### src/rtl/mem_port_arbiter.sv
`default_nettype none
// ============================================================================
// Module   : mem_port_arbiter
// Purpose  : Round-robin owner of the shared MIPS memory port; sequences each
//            access (start, wait for done, report done or timeout error).
// Revision : 1.0
// ============================================================================
module mem_port_arbiter #(
  parameter int TIMEOUT = 16,
  parameter int CNT_W   = 8
) (
  input  logic clk,
  input  logic reset,
  input  logic req0,
  input  logic req1,
  input  logic mem_done,
  output logic gnt0,
  output logic gnt1,
  output logic sel,
  output logic mem_start,
  output logic done0,
  output logic done1,
  output logic err0,
  output logic err1,
  output logic busy
);

  typedef enum logic [0:0] {
    S_IDLE = 1'b0,
    S_BUSY = 1'b1
  } state_t;

  localparam logic [CNT_W-1:0] C_CNT_LAST = CNT_W'((TIMEOUT > 0) ? TIMEOUT - 1 : 0);

  state_t           state_q;
  logic             last_q;
  logic             gnt0_q;
  logic             gnt1_q;
  logic             sel_q;
  logic             start_q;
  logic             busy_q;
  logic             err0_q;
  logic             err1_q;
  logic [CNT_W-1:0] cnt_q;

  logic             win_d;
  logic             tmo_hit_d;

  // On contention the requester that did not win last time goes next.
  always_comb begin
    win_d = req1;
    if (req0 && req1) begin
      win_d = ~last_q;
    end
  end

  always_comb begin
    tmo_hit_d = 1'b0;
    if (TIMEOUT > 0) begin
      tmo_hit_d = (cnt_q == C_CNT_LAST);
    end
  end

  always_ff @(posedge clk) begin
    if (reset) begin
      state_q <= S_IDLE;
      last_q  <= 1'b1;
      gnt0_q  <= 1'b0;
      gnt1_q  <= 1'b0;
      sel_q   <= 1'b0;
      start_q <= 1'b0;
      busy_q  <= 1'b0;
      err0_q  <= 1'b0;
      err1_q  <= 1'b0;
      cnt_q   <= '0;
    end else begin
      start_q <= 1'b0;
      err0_q  <= 1'b0;
      err1_q  <= 1'b0;
      case (state_q)
        S_IDLE: begin
          if (req0 || req1) begin
            state_q <= S_BUSY;
            gnt0_q  <= ~win_d;
            gnt1_q  <= win_d;
            sel_q   <= win_d;
            busy_q  <= 1'b1;
            start_q <= 1'b1;
            last_q  <= win_d;
            cnt_q   <= '0;
          end
        end
        S_BUSY: begin
          if (mem_done) begin
            state_q <= S_IDLE;
            gnt0_q  <= 1'b0;
            gnt1_q  <= 1'b0;
            busy_q  <= 1'b0;
          end else if (tmo_hit_d) begin
            // Completion takes priority; abort only when no done arrived.
            state_q <= S_IDLE;
            gnt0_q  <= 1'b0;
            gnt1_q  <= 1'b0;
            busy_q  <= 1'b0;
            err0_q  <= gnt0_q;
            err1_q  <= gnt1_q;
          end else begin
            cnt_q <= cnt_q + 1'b1;
          end
        end
        default: state_q <= S_IDLE;
      endcase
    end
  end

  assign gnt0      = gnt0_q;
  assign gnt1      = gnt1_q;
  assign sel       = sel_q;
  assign mem_start = start_q;
  assign busy      = busy_q;
  assign err0      = err0_q;
  assign err1      = err1_q;
  assign done0     = gnt0_q & mem_done;
  assign done1     = gnt1_q & mem_done;

endmodule
`default_nettype wire

### config.mk
export PLATFORM = sky130hd
export DESIGN_NAME = mem_port_arbiter
export DESIGN_NICKNAME = d
export VERILOG_FILES = /design/src/rtl/mem_port_arbiter.sv
export SDC_FILE = /design/constraint.sdc
export NUM_CORES = 1
export LEC_CHECK = 0
export ABC_AREA = 1
export CORE_UTILIZATION = 31
export DETAILED_ROUTE_END_ITERATION = 8
export PLACE_DENSITY_LB_ADDON = 0.1
export REMOVE_ABC_BUFFERS = 1
export SLEW_MARGIN = 40
export SYNTH_ARGS = -nofsm -noshare
export SYNTH_HDL_FRONTEND = slang
export SYNTH_SLANG_ARGS = --single-unit
### constraint.sdc
create_clock -name clk -period 1.3 [get_ports clk]
set_clock_uncertainty 0.15 [all_clocks]
set_input_delay 0.26 -clock clk [delete_from_list [all_inputs] [get_ports clk]]
set_output_delay 0.26 -clock clk [all_outputs]
set_load 0.01 [all_outputs]
; Yosys cells after proc, flatten, opt, wreduce, memory -nomap -nowiden
; Index checks and enable logic that the tools add are counted.
[op_classes]
bitwise = 6
eq_ne = 5
n_reduce_logical = 7
n_addsub = 1
muxes = 17
[op_table]
columns = operator, n
row1 = $mux 8, 3
row2 = $pmux 8 s2, 1
row3 = $mux 1, 9
row4 = $add 8x1->8 const B, 1
row5 = $eq 8x4->1 const B, 1
row6 = $pmux 1 s2, 4
row7 = $ne 2x2->1 const B, 3
row8 = $not 1->1, 4
row9 = $reduce_and 2->1, 2
row10 = $reduce_or 4->1, 1
row11 = $ne 3x2->1 const B, 1
row12 = $reduce_and 3->1, 1
row13 = $and 1x1->1, 2
row14 = $reduce_or 2->1, 1
row15 = $logic_and 1x1->1, 1
row16 = $logic_or 1x1->1, 1
[word_totals]
register_bits = 17
input_bits = 5

; Depth between registers and ports, before layout
[logic_depth]
depth_word = 5
ltp_mapped = 8
mapped_depth_nobuf = 8

; Worst setup path before layout
; Ideal clock, no wire load.
[synth_path]
kind = reg-to-reg
start = register cnt_q[0]
end = register cnt_q[6]
setup_slack_ps = -120
required_ps = 1037
arrival_ps = 1157
path_buffers = 0
path_stages_with_launch = 7
period_less_slack_ps = 1420
cell_sequence = dfxtp_1 ha_1 nand3_2 o21bai_4 nand2_4 nor2_1 nor2_1
[synth_between]
elab_chain_cells = 4
word_cells_on_any_way = 7
classes_between = add/sub: 1 / eq/ne: 2 / mux: 3 / reduce/logical: 1
[synth_lines]
columns = item, line_no
row1 = start: declaration, 44  ; logic [CNT_W-1:0] cnt_q;
row2 = start signal: assignment, 108  ; cnt_q <= cnt_q + 1'b1;
row3 = $add 8x1->8, 108
row4 = $mux 8, 99  ; end else if (tmo_hit_d) begin
row5 = $mux 8, 94  ; if (mem_done) begin
row6 = $pmux 8 s2, 80  ; case (state_q)
; Several ways; a longest one is shown, not always the timed one. The select of a mux whose other input is x is not followed.
; A chain may end at the register's enable or synchronous reset.

; Final worst setup path
[layout_path]
start = register cnt_q[0]
end = register cnt_q[2]
; The elaborated chain is that of the path after synthesis.

==> impl_metrics.env <==
export IMPL_worst_setup_path_type="reg2reg"
export IMPL_setup_violations=14
export IMPL_ys_top_cells_by_count="nand2_1, inv_1, dfxtp_1, nand3_1, nor2_1"
export IMPL_leakage_nw=0.619
export IMPL_vias=889
export IMPL_drcViolationCount=0
export IMPL_clock_latency_ns=0.30
export IMPL_seq_area_frac_synth_pct=40.2
export IMPL_yosysTopAreaCellShare_pct=40.2
export IMPL_tightestPinTransition_ns=0.271
export IMPL_cts_tree="done"
export IMPL_start_util_pct=33.5
export IMPL_r2r_end="cnt_q[2]"
export IMPL_worstPathArrival_ns=1.52
export IMPL_nets=179
export IMPL_fmax_ghz=0.701
export IMPL_antenna_found_initial=0
export IMPL_dp_cells=193
export IMPL_syn_inst=126
export IMPL_failed_checks="negative setup slack"
export IMPL_fin_area_um2=1310
export IMPL_startpoint_type="flip-flop"
export IMPL_cp_cell_sequence="ha_4 -> nand3_4 -> o21bai_4 -> buf_6 -> nand3_2 -> a21oi_1"
export IMPL_reg2reg_depth=6
export IMPL_numCtsBuffers=3
export IMPL_drive_gt1_share_pct=40.7
export IMPL_avgRoutedWirePerCell_um=10.9
export IMPL_end_kind="flip-flop"
export IMPL_clkTransAtPathRegs_ns=0.12
export IMPL_crit_slowest_cell="dfxtp_2"
export IMPL_irDropWorstVdd_mv=0.787
export IMPL_whs_endpoint="sel"
export IMPL_hp_class="reg2reg"
export IMPL_setup_slack_ns=-0.126
export IMPL_async_flop_share_pct=0
export IMPL_core_um2=2520
export IMPL_gp_congestion=0.823
export IMPL_synth_edf_count=0
export IMPL_synth_area_leaders="dfxtp_1, nand2_1, nand3_1, inv_1, nor2_1"
export IMPL_synth_distinct_cells=18
export IMPL_ant_nets=0
export IMPL_relSlewSlack_pct=81.9
export IMPL_rr_startpoint="cnt_q[0]"
export IMPL_clk_path_buf_depth=2
export IMPL_die_height_um=54.2
export IMPL_slowest_delay_ns=0.37
export IMPL_gr_usage_all_layers_pct=17.5
export IMPL_drt_initial_drc_count=23
export IMPL_hold_viol=0
export IMPL_cp_data_required_time_ns=1.39
export IMPL_antenna_cells=0
export IMPL_viasPerCell=4.40
export IMPL_dp_hpwl_mm=1.49
export IMPL_synthesis_area_um2=846
export IMPL_wirelength_mm=2.19
export IMPL_synth_flop_cell="dfxtp_1"
export IMPL_place_area_um2=1200
export IMPL_yosysTopAreaCell="dfxtp_1"
export IMPL_ys_ff_latch=17
export IMPL_post_route_period_util_pct=110
export IMPL_status="complete, but fails checks"
export IMPL_worst_path_buf_inv=1
export IMPL_crit_family="compound AO/OA/AOI/OAI gates"
export IMPL_stdcell_count=202
export IMPL_rrSetupSlack_ns=-0.13
export IMPL_cts_sink_count=17
export IMPL_syn_to_final_growth_pct=55.2
export IMPL_ys_warn_count=0
export IMPL_die_area_um2=2940
export IMPL_grt_max_degree=11
export IMPL_portBuffers=13
export IMPL_yosysMostFrequentCell="nand2_1"
export IMPL_cap_violations=0
export IMPL_grt_remaining_overflow=0
export IMPL_core_rowCount=18
export IMPL_rsz0062_at_grt="true"
export IMPL_grt_pass1_wl_mm=3.64
export IMPL_hold_start="sel"
export IMPL_powerDensity_nw_per_um2=883
export IMPL_syn_area_per_cell_um2=6.71
export IMPL_root_buffer="clkbuf_4"
export IMPL_io_pins=14
export IMPL_drv_slew=0
export IMPL_h_tree_depth=1
export IMPL_grt_pass1_vias=813
export IMPL_min_path_cells=2
export IMPL_fp_dieW_um=54.2
export IMPL_period_needed_ns=1.43
export IMPL_drt_first_pass_iters=4
export IMPL_cp_max_fo=6
-- sequential cells by signal, indices dropped and copies added (netlist names) --
| signal | count |
|---|---|
| cnt_q | 8 |
| busy | 1 |
| err0 | 1 |
| err1 | 1 |
| gnt0 | 1 |
| gnt1 | 1 |
| last_q | 1 |
| mem_start | 1 |
| sel | 1 |
| state_q | 1 |
-- final cells by class --
class | instances | area, µm²
clock inverter | 1 | 5.00
fill | 253 | 1210
sequential | 17 | 350
timing repair buffer | 44 | 334
clock buffer | 3 | 22.5
inverter | 18 | 67.6
tap | 30 | 37.5
multi-input combinational | 89 | 495
-- through the flow --
stage               setup TNS, ns  power, mW  hold WS (ns)  setup WS (ns)  utilization, %
floorplan                   -1.16      0.694         0.179         -0.132               -
global placement            -6.70      0.843         0.293         -0.490            47.4
detailed placement          -7.11      0.844         0.301         -0.519            47.4
CTS                         -1.29       1.17         0.318         -0.110            51.8
global route                -2.47       1.23         0.326         -0.211            52.0
finish                      -1.30       1.16         0.316         -0.126            52.0
-- cells in the final DEF (no fill, tap or decap), types with 2 or more instances in the layout --
cell type,Yosys,layout
a21oi_1,10,8
nor2_2,0,3
a21oi_2,0,2
buf_6,0,3
inv_1,18,18
dfxtp_1,17,9
clkdlybuf4s50_1,0,3
clkbuf_2,0,3
buf_2,1,5
nand2_1,36,35
buf_4,1,28
clkbuf_4,0,3
nand2_2,1,2
nor2_1,16,12
nand3_2,1,5
nand3_1,17,12
dfxtp_2,0,8
-- worst reg2reg max path: stages, from the launching register on --
cell and delay (ns):
dfxtp_2 0.37, ha_4 0.16, nand3_4 0.09, o21bai_4 0.25, buf_6 0.15, nand3_2 0.05, a21oi_1 0.14
-- report_power, final --
group          total, mW  internal, mW  switching (mW)
registers          0.572         0.553          0.0187
logic              0.280         0.140           0.140
clock network      0.308         0.115           0.193
total               1.16         0.808           0.352
-- layer usage --
layer	routed length [µm]	vias to the layer above	part of all wire (%)	global-route usage (%)
li1	-	491	-	-
met2	1040	10	48	27.2
met1	1090	386	50	23.8
met5	0	-	0	0
met3	50	2	2.3	2.50
met4	12	0	0.55	7.69
-- cell families (layout without fill, tap and decap cells) --
| kind of cell | after synthesis | count (layout) | synth area share (%) |
|---|---|---|---|
| AOI/OAI and AO/OA | 14 | 14 | 10.7 |
| adders and majority gates | 1 | 1 | 1.48 |
| buffers and inverters | 20 | 66 | 9.47 |
| DFF | 17 | 17 | 40.2 |
| and+or+nand+nor | 74 | 74 | 38.2 |
-- worst max-delay path by stage --
stage	from	end	slack, ns	depth (start not counted)
after floorplan	cnt_q[0]	busy	-0.13	6
after CTS	cnt_q[1]	cnt_q[5]	-0.11	7
final	cnt_q[0]	cnt_q[2]	-0.13	6
after detailed placement	mem_done	done1	-0.52	4
after global routing	cnt_q[1]	cnt_q[5]	-0.21	7
after global placement	mem_done	done1	-0.49	4
-- what timing repair did --
item / 4_1_cts / 5_1_grt
setup buffers: 4 / 1
pin swaps: 11 / 4
hold buffers: 0 / 0
gates resized for setup: 49 / 11
endpoints found under the setup margin: 23 / 21
endpoints found under the hold margin: 0 / 0
Note: power is estimated with default switching activity, not from simulation.
